## config.mk

```make
export PLATFORM = sky130hd
export DESIGN_NAME = nco_bank_flat
export DESIGN_NICKNAME = d
export VERILOG_FILES = /design/src/rtl/nco_bank_if.sv /design/src/rtl/nco_bank.sv /design/src/flat_wrapper.sv
export SDC_FILE = /design/constraint.sdc
export NUM_CORES = 1
export LEC_CHECK = 0
export CAP_MARGIN = 20
export CELL_PAD_IN_SITES_DETAIL_PLACEMENT = 1
export CELL_PAD_IN_SITES_GLOBAL_PLACEMENT = 1
export CORE_MARGIN = 2
export CORE_UTILIZATION = 36
export DETAILED_ROUTE_END_ITERATION = 10
export PLACE_DENSITY = 0.64
export SLEW_MARGIN = 20
export SYNTH_ARGS = -nofsm -noshare
export SYNTH_HDL_FRONTEND = slang
export SYNTH_SLANG_ARGS = --single-unit
```

## constraint.sdc

```tcl
create_clock -name sys_clk -period 4.05 [get_ports sys_clk]
set_clock_uncertainty 0.05 [all_clocks]
set_input_delay 0.81 -clock sys_clk [delete_from_list [all_inputs] [get_ports sys_clk]]
set_output_delay 0.81 -clock sys_clk [all_outputs]
set_load 0.005 [all_outputs]
```

## src/rtl/nco_bank_if.sv

```systemverilog
// ============================================================================
// nco_bank_if : run-control, configuration and address-output bundle for nco_bank
// Revision    : 1.0
// ============================================================================
`default_nettype none

interface nco_bank_if #(
  parameter int NUM_CH    = 4,
  parameter int ADDR_BITS = 8,
  parameter int DIV_BITS  = 16,
  parameter int CH_BITS   = (NUM_CH > 1) ? $clog2(NUM_CH) : 1
);
  logic [NUM_CH-1:0]           ch_en;
  logic [NUM_CH-1:0]           sync;
  logic                        cfg_we;
  logic                        cfg_sel;
  logic [CH_BITS-1:0]          cfg_ch;
  logic [DIV_BITS-1:0]         cfg_data;
  logic [NUM_CH*ADDR_BITS-1:0] addr_out;
  logic [NUM_CH-1:0]           wrap_pulse;

  modport master (
    output ch_en, sync, cfg_we, cfg_sel, cfg_ch, cfg_data,
    input  addr_out, wrap_pulse
  );

  modport slave (
    input  ch_en, sync, cfg_we, cfg_sel, cfg_ch, cfg_data,
    output addr_out, wrap_pulse
  );
endinterface

`default_nettype wire

```

## src/rtl/nco_bank.sv

```systemverilog
// ============================================================================
// nco_bank : bank of independent divider-paced phase counters with offset add
// Revision : 1.0
// ============================================================================
`default_nettype none

module nco_bank #(
  parameter int NUM_CH      = 4,
  parameter int ADDR_BITS   = 8,
  parameter int DIV_BITS    = 16,
  parameter int MIN_DIVIDER = 8
) (
  input  logic     sys_clk,
  input  logic     sys_rst_n,
  nco_bank_if.slave bus
);
  localparam int CH_BITS = (NUM_CH > 1) ? $clog2(NUM_CH) : 1;
  localparam logic [DIV_BITS-1:0] c_min_div = DIV_BITS'(MIN_DIVIDER);

  logic [NUM_CH*ADDR_BITS-1:0] addr_all;
  logic [NUM_CH-1:0]           wrap_all;

  for (genvar gi = 0; gi < NUM_CH; gi++) begin : g_ch
    logic [DIV_BITS-1:0]  div_q, div_d, acc_q, acc_d, div_eff;
    logic [ADDR_BITS-1:0] off_q, off_d, phase_q, phase_d, addr_q, addr_d;
    logic                 wrap_q, wrap_d, wr_hit;

    // Out-of-range channel indices never match any gi, so such writes drop.
    always_comb begin
      div_eff = (div_q < c_min_div) ? c_min_div : div_q;
      wr_hit  = bus.cfg_we && (bus.cfg_ch == CH_BITS'(gi));
      div_d   = div_q;
      off_d   = off_q;
      acc_d   = '0;
      phase_d = phase_q;
      wrap_d  = 1'b0;
      if (wr_hit && !bus.cfg_sel) div_d = bus.cfg_data;
      if (wr_hit && bus.cfg_sel)  off_d = bus.cfg_data[ADDR_BITS-1:0];
      if (bus.sync[gi]) begin
        phase_d = '0;
      end else if (bus.ch_en[gi]) begin
        // >= rather than == so a divider rewritten below accum still steps.
        if (acc_q >= div_eff) begin
          phase_d = phase_q + 1'b1;
          wrap_d  = &phase_q;
        end else begin
          acc_d = acc_q + 1'b1;
        end
      end
      addr_d = phase_q + off_q;
    end

    always_ff @(posedge sys_clk or negedge sys_rst_n) begin
      if (!sys_rst_n) begin
        div_q   <= '0;
        off_q   <= '0;
        acc_q   <= '0;
        phase_q <= '0;
        addr_q  <= '0;
        wrap_q  <= 1'b0;
      end else begin
        div_q   <= div_d;
        off_q   <= off_d;
        acc_q   <= acc_d;
        phase_q <= phase_d;
        addr_q  <= addr_d;
        wrap_q  <= wrap_d;
      end
    end

    assign addr_all[gi*ADDR_BITS +: ADDR_BITS] = addr_q;
    assign wrap_all[gi]                        = wrap_q;
  end

  assign bus.addr_out   = addr_all;
  assign bus.wrap_pulse = wrap_all;
endmodule

`default_nettype wire

```

## src/flat_wrapper.sv

```systemverilog
// flat-port wrapper written by rule: the top's interface ports become plain ports
module nco_bank_flat 
#(
  parameter int NUM_CH      = 4,
  parameter int ADDR_BITS   = 8,
  parameter int DIV_BITS    = 16,
  parameter int MIN_DIVIDER = 8
)
  (sys_clk, sys_rst_n, bus_ch_en, bus_sync, bus_cfg_we, bus_cfg_sel, bus_cfg_ch, bus_cfg_data, bus_addr_out, bus_wrap_pulse);
  nco_bank_if #(.NUM_CH(NUM_CH), .ADDR_BITS(ADDR_BITS), .DIV_BITS(DIV_BITS)) bus_i ();
  input  logic sys_clk;
  input  logic sys_rst_n;
  input wire logic [$bits(bus_i.ch_en)-1:0] bus_ch_en;
  input wire logic [$bits(bus_i.sync)-1:0] bus_sync;
  input wire logic [$bits(bus_i.cfg_we)-1:0] bus_cfg_we;
  input wire logic [$bits(bus_i.cfg_sel)-1:0] bus_cfg_sel;
  input wire logic [$bits(bus_i.cfg_ch)-1:0] bus_cfg_ch;
  input wire logic [$bits(bus_i.cfg_data)-1:0] bus_cfg_data;
  output wire logic [$bits(bus_i.addr_out)-1:0] bus_addr_out;
  output wire logic [$bits(bus_i.wrap_pulse)-1:0] bus_wrap_pulse;
  assign bus_i.ch_en = bus_ch_en;
  assign bus_i.sync = bus_sync;
  assign bus_i.cfg_we = bus_cfg_we;
  assign bus_i.cfg_sel = bus_cfg_sel;
  assign bus_i.cfg_ch = bus_cfg_ch;
  assign bus_i.cfg_data = bus_cfg_data;
  assign bus_addr_out = bus_i.addr_out;
  assign bus_wrap_pulse = bus_i.wrap_pulse;
  nco_bank #(.NUM_CH(NUM_CH), .ADDR_BITS(ADDR_BITS), .DIV_BITS(DIV_BITS), .MIN_DIVIDER(MIN_DIVIDER)) u_core (.sys_clk(sys_clk), .sys_rst_n(sys_rst_n), .bus(bus_i));
endmodule
```

======== Word-level counts from Yosys, hierarchy flattened ========
Cells that the tools add are included.
storage, ports and cells
  bits of input ports ..................... 30
  register bits after elaboration ......... 228
  word-level logic and storage cells ...... 117
operators by class
  equal/unequal tests ..................... 3
  muxes and demuxes ....................... 40
  magnitude comparators ................... 8
  reductions and logical operators ........ 30
  $add $sub $neg .......................... 12
operators by type and width
  kind                   number
  $mux 16                16
  $mux 8                 12
  $add 16x1->16 const B  4
  $ge 16x16->1           4
  $lt 16x4->1 const B    4
  $add 8x1->8 const B    4
  $add 8x8->8            4
  $reduce_and 8->1       4
  $reduce_bool 2->1      8
  $logic_and 1x1->1      12
  $mux 1                 12
  $reduce_and 2->1       4
  $eq 2x2->1 const B     2
  $eq 2x1->1 const B     1
  $logic_not 2->1        1
  $logic_not 1->1        1

======== Logic depth before layout (Yosys ltp) ========
  depth in word-level cells ............... 6
  depth in mapped cells ................... 12
  depth with buffers taken out ............ 11

======== Least setup slack after synthesis ========
Ideal clock, no wire load.
  path type ............................... reg2reg
  start ................................... register u_core.g_ch[3].div_q[9]
  end ..................................... register u_core.g_ch[3].phase_q[5]
  path slack .............................. 1.100 ns
  clock period less this slack ............ 2.950 ns
  path buffers ............................ 1
  arrival ................................. 2.773 ns
  setup time .............................. 0.127 ns
  cell stages (with the launch flop) ...... 13
  cell sequence ........................... dfrtp_1 or4_1 nor4_1 nand4_1 and2_1 ha_1 nor2b_1 o21ai_1 a41oi_1 o21ai_1 buf_2 and4_4 mux2_1
on the way
  cells in the longest elaborated chain, start to end .. 5
ends and longest elaborated chain
  item                                    line            source
  start: declaration                      nco_bank.sv:24  logic [DIV_BITS-1:0] div_q, div_d, acc_q, acc_d, div_eff;
  start signal: assignment                nco_bank.sv:62  div_q <= div_d;
  $lt 16x4->1                             nco_bank.sv:30  div_eff = (div_q < c_min_div) ? c_min_div : div_q;
  $mux 16 (*)                             nco_bank.sv:30
  $ge 16x16->1 (*)                        nco_bank.sv:43  if (acc_q >= div_eff) begin
  $reduce_bool 2->1 (no source line) (*)  n/a
  $reduce_and 2->1 (no source line) (*)   n/a
  end signal: assignment                  nco_bank.sv:65  phase_q <= phase_d;
  end: declaration                        nco_bank.sv:25  logic [ADDR_BITS-1:0] off_q, off_d, phase_q, phase_d, addr_q, addr_d;
Mark *: on every way between the ends. The rest lies on a longest branch, timed or not.
A chain may end at the register's enable or synchronous reset.

======== Final worst setup path ========
  start ................................... register u_core.g_ch[3].div_q[9]
  end ..................................... register u_core.g_ch[3].acc_q[14]
on the way
  cells in the longest elaborated chain, start to end .. 6
ends and longest elaborated chain
  item                                line            source
  $lt 16x4->1                         nco_bank.sv:30
  $mux 16 (*)                         nco_bank.sv:30
  $ge 16x16->1 (*)                    nco_bank.sv:43
  $mux 16 (*)                         nco_bank.sv:43
  $mux 16 (*)                         nco_bank.sv:41  end else if (bus.ch_en[gi]) begin
  $mux 16 (*)                         nco_bank.sv:39  if (bus.sync[gi]) begin
  named net u_core.g_ch[3].acc_d[14]  nco_bank.sv:24
  end signal: assignment              nco_bank.sv:57  acc_q <= '0;
  end signal: assignment              nco_bank.sv:64  acc_q <= acc_d;
  end: declaration                    nco_bank.sv:24
The timed path passes the listed nets; every way through them passes the cells marked *.

==> impl_metrics.prom <==
# TYPE chip_impl_metric gauge
chip_impl_metric{name="mappedNetlistNets",unit=""} 1282
chip_impl_metric{name="cap_violations",unit=""} 0
chip_impl_metric{name="cts_setup_buffers",unit=""} 0
chip_impl_metric{name="ys_types",unit=""} 50
chip_impl_metric{name="postRouteWirelength",unit="um"} 28740
chip_impl_metric{name="maxSlewHeadroom",unit=""} 0.4249
chip_impl_info{name="cts.root.buffer_cell",value="sky130_fd_sc_hd__clkbuf_16"} 1
chip_impl_metric{name="synth_area",unit="sq um"} 11960
chip_impl_metric{name="ir_worst_vdd",unit="uV"} 371.1
chip_impl_metric{name="syn-instance-count",unit=""} 1148
chip_impl_metric{name="power.static_leakage",unit="nW"} 6.473
chip_impl_metric{name="die_area",unit="sq um"} 34680
chip_impl_metric{name="grt_total_ovfl",unit=""} 0
chip_impl_metric{name="cts_repair_resize_count",unit=""} 0
chip_impl_metric{name="finish_stage_setup_viols",unit=""} 0
chip_impl_metric{name="placement.cell_area",unit="sq um"} 13140
chip_impl_metric{name="die_width",unit="um"} 186.2
chip_impl_metric{name="ys.warnings.count",unit=""} 0
chip_impl_info{name="final_cell_mix",value="sky130_fd_sc_hd__dfrtp_1, sky130_fd_sc_hd__nor2_1, sky130_fd_sc_hd__nand2_1, sky130_fd_sc_hd__ha_1, sky130_fd_sc_hd__inv_1"} 1
chip_impl_metric{name="preCtsSetupSlack",unit="ps"} 601.0
chip_impl_metric{name="worstPathArrival",unit="ps"} 3880
chip_impl_info{name="tritoncts",value="built"} 1
chip_impl_metric{name="vias_per_cell",unit=""} 4.937
chip_impl_metric{name="synth_enable_flop_cells",unit=""} 0
chip_impl_info{name="postSynth.topFlopCell",value="sky130_fd_sc_hd__dfrtp_1"} 1
chip_impl_metric{name="synth-seq-cells",unit=""} 228
chip_impl_info{name="path_delay_family",value="simple AND/OR/NAND/NOR gates"} 1
chip_impl_metric{name="clk_transition_reported_paths",unit="ps"} 60
chip_impl_info{name="regToRegEndpoint",value="u_core.g_ch[3].acc_q[14]$_DFF_PN0_"} 1
chip_impl_metric{name="vias_in_the_first_global_route",unit=""} 9000
chip_impl_metric{name="h-tree-depth",unit=""} 1
chip_impl_metric{name="drt_first_pass_iters",unit=""} 4
chip_impl_info{name="cp_slowest_cell",value="sky130_fd_sc_hd__nand4b_1"} 1
chip_impl_metric{name="final-hold-violation-count",unit=""} 0
chip_impl_metric{name="synth-async-reset-ratio",unit=""} 1.000
chip_impl_metric{name="grt_use_met1",unit=""} 0.2299
chip_impl_metric{name="fin_ws",unit="ps"} 559.4
chip_impl_metric{name="globalplace.congestion",unit=""} 0.7643
chip_impl_metric{name="power.density",unit="nW/um^2"} 442.2
chip_impl_metric{name="detail_route.wl_per_cell",unit="um"} 17.02
chip_impl_metric{name="std_cell_rows",unit=""} 66
chip_impl_metric{name="top_level_ports",unit=""} 66
chip_impl_metric{name="drive_gt1_frac",unit=""} 0.1195
chip_impl_metric{name="grt_first_pass_wirelength",unit="um"} 48020
chip_impl_metric{name="critical_path.max_fanout",unit=""} 16
chip_impl_metric{name="cts_made_buffers",unit=""} 28
chip_impl_metric{name="worst_r2r_path_depth",unit=""} 11
chip_impl_metric{name="stdcell_area",unit="sq um"} 14090
chip_impl_metric{name="grt_start_max_net_pins",unit=""} 81
chip_impl_metric{name="core-area",unit="sq um"} 32620
chip_impl_info{name="setup.worst_path.end_class",value="flop"} 1
chip_impl_info{name="worstHoldPathType",value="in2async"} 1
chip_impl_info{name="startpoint",value="u_core.g_ch[3].div_q[9]$_DFFE_PN0P_"} 1
chip_impl_metric{name="route.vias.total",unit=""} 8339
chip_impl_metric{name="die_height",unit="um"} 186.2
chip_impl_metric{name="io_buffer_count",unit=""} 65
chip_impl_info{name="mostFrequentLayoutCell",value="sky130_fd_sc_hd__dfrtp_1"} 1
chip_impl_info{name="regToRegStartpoint",value="u_core.g_ch[3].div_q[9]$_DFFE_PN0P_"} 1
chip_impl_metric{name="worst_path_largest_cell_delay",unit="ps"} 580
chip_impl_metric{name="setup_slack_on_the_worst_flop_to_flop_path",unit="ps"} 560
chip_impl_metric{name="initial_utilization",unit=""} 0.3665
chip_impl_metric{name="fin_nets",unit=""} 1361
chip_impl_info{name="run_status",value="complete, no violations"} 1
chip_impl_info{name="rsz_0062_raised_after_global_routing",value="false"} 1
chip_impl_metric{name="cts.hold.buffers_added",unit=""} 0
chip_impl_metric{name="drc",unit=""} 0
chip_impl_metric{name="area_growth",unit="%"} 17.89
chip_impl_metric{name="power",unit="W"} 0.006233
chip_impl_metric{name="drtAntennaViolNets",unit=""} 0
chip_impl_metric{name="groute.usage.overall",unit=""} 0.1747
chip_impl_metric{name="final.setup.tns",unit="ps"} 0
chip_impl_metric{name="later_pin_clock_latency_in_the_skew_report",unit="ps"} 550
chip_impl_metric{name="tightestPinTransition",unit="ps"} 858.0
chip_impl_metric{name="total_number_of_clock_tree_sinks",unit=""} 228
chip_impl_metric{name="finalCoreUtilization",unit=""} 0.4321
chip_impl_info{name="gr-max-usage-layer",value="met2"} 1
chip_impl_metric{name="drt_first_iter_violations",unit=""} 296
chip_impl_metric{name="n_antenna_cell",unit=""} 0
chip_impl_metric{name="globalRouteMet3Util",unit=""} 0.01967
chip_impl_metric{name="slew_viol_final",unit=""} 0
chip_impl_metric{name="layout_worst_path_cycle_share",unit=""} 0.8619
chip_impl_metric{name="groute.layer.met2.usage",unit=""} 0.3080
chip_impl_metric{name="sequential_share_of_the_synthesized_area",unit=""} 0.4772
chip_impl_info{name="crit_type",value="reg2reg"} 1
chip_impl_metric{name="required",unit="ps"} 4440
chip_impl_info{name="timing.critical_path.cells",value="or4_1 > nor4_1 > nand4_1 > nand2_1 > ha_1 > a211oi_1 > o21ai_1 > a41oi_1 > nand2b_1 > nand4b_1 > nor2_1"} 1
chip_impl_metric{name="finalCriticalPeriod",unit="ps"} 3491
chip_impl_metric{name="dpl_hpwl",unit="um"} 20490
chip_impl_metric{name="ctsLongestPathBuffers",unit=""} 3
chip_impl_info{name="startpoint_type",value="flop"} 1
chip_impl_metric{name="grt_antenna_before_repair",unit=""} 1
chip_impl_metric{name="crit_path_buffers_inverters",unit=""} 0
chip_impl_metric{name="fmax",unit="MHz"} 286.5
chip_impl_metric{name="syn_avg_cell_area",unit="sq um"} 10.41
-- routing by layer --
layer	share of wire	wire, um
met3	0.031	895
met1	0.46	13360
met5	0	0
met4	0.019	555
met2	0.48	13930
-- worst max-delay path by stage --
stage / slack, ps / end / cells past startpoint
floorplan: 1100 / u_core.g_ch[3].phase_q[5]$_DFFE_PN0P_ / 12
global placement: 750 / u_core.g_ch[3].acc_q[11]$_DFF_PN0_ / 11
detailed placement: 600 / u_core.g_ch[3].acc_q[15]$_DFF_PN0_ / 11
CTS: 510 / u_core.g_ch[3].acc_q[13]$_DFF_PN0_ / 11
global route: 210 / u_core.g_ch[3].acc_q[14]$_DFF_PN0_ / 11
finish: 560 / u_core.g_ch[3].acc_q[14]$_DFF_PN0_ / 11
-- state kept, by name, indices dropped and copies added, names as in the netlist --
| name | flops |
|---|---|
| u_core.g_ch.acc_q | 64 |
| u_core.g_ch.addr_q | 32 |
| u_core.g_ch.div_q | 64 |
| u_core.g_ch.off_q | 32 |
| u_core.g_ch.phase_q | 32 |
| u_core.g_ch.wrap_q | 4 |
-- cell families (layout without fill, tap and decap cells) --
logic type      Yosys count  in the layout  share of synthesized area
mux                      79             79                    0.07420
fa+ha+maj               104            104                     0.1114
flops                   228            228                     0.4772
xor+xnor                 88             88                    0.06447
compound gates          140            140                    0.07044
buf+inv                 107            206                    0.03558
simple gates            402            402                     0.1667
-- final cells by class --
cell class                      count  area [sq um]
Clock inverter                      9         131.4
Timing Repair Buffer               75         755.7
Fill cell                        3575         18530
Clock buffer                       41         819.5
Sequential cell                   228          5705
Inverter                           81         304.0
Multi-Input combinational cell    813          5824
Tap cell                          442         553.0
-- synth_stat cells, types with 5 or more instances --
library cell,n,area share
sky130_fd_sc_hd__dfrtp_1,228,0.48
sky130_fd_sc_hd__nor2_1,127,0.040
sky130_fd_sc_hd__ha_1,100,0.10
sky130_fd_sc_hd__nand2_1,100,0.031
sky130_fd_sc_hd__inv_1,81,0.025
sky130_fd_sc_hd__mux2_2,70,0.066
sky130_fd_sc_hd__o21ai_0,58,0.024
sky130_fd_sc_hd__xnor2_1,49,0.036
sky130_fd_sc_hd__a21oi_1,43,0.018
sky130_fd_sc_hd__xor2_1,39,0.029
sky130_fd_sc_hd__nand3_1,28,0.012
sky130_fd_sc_hd__nor2b_1,27,0.014
sky130_fd_sc_hd__and3_1,23,0.012
sky130_fd_sc_hd__nand2b_1,17,0.0089
sky130_fd_sc_hd__nand4_1,17,0.0089
sky130_fd_sc_hd__clkbuf_1,15,0.0047
sky130_fd_sc_hd__nor3_1,11,0.0046
sky130_fd_sc_hd__and2_1,10,0.0052
sky130_fd_sc_hd__and4_1,10,0.0073
sky130_fd_sc_hd__a21o_1,9,0.0057
sky130_fd_sc_hd__nor4_1,9,0.0047
sky130_fd_sc_hd__a31o_2,8,0.0059
sky130_fd_sc_hd__buf_2,7,0.0029
sky130_fd_sc_hd__nand4b_1,6,0.0044
sky130_fd_sc_hd__mux2i_1,5,0.0042
-- report_power, final --
part	switching (W)	internal, W
Sequential	0.000150	0.00256
Combinational	0.000476	0.000475
Clock	0.000988	0.00158
Total	0.00161	0.00462
-- metrics by stage --
step,hold slack (ps),cells
floorplan,396.2,1148
global placement,417.4,1639
detailed placement,437.1,1639
CTS,250.9,1689
global route,270.5,1689
finish,230.0,1689
(Power assumes the default switching activity.)
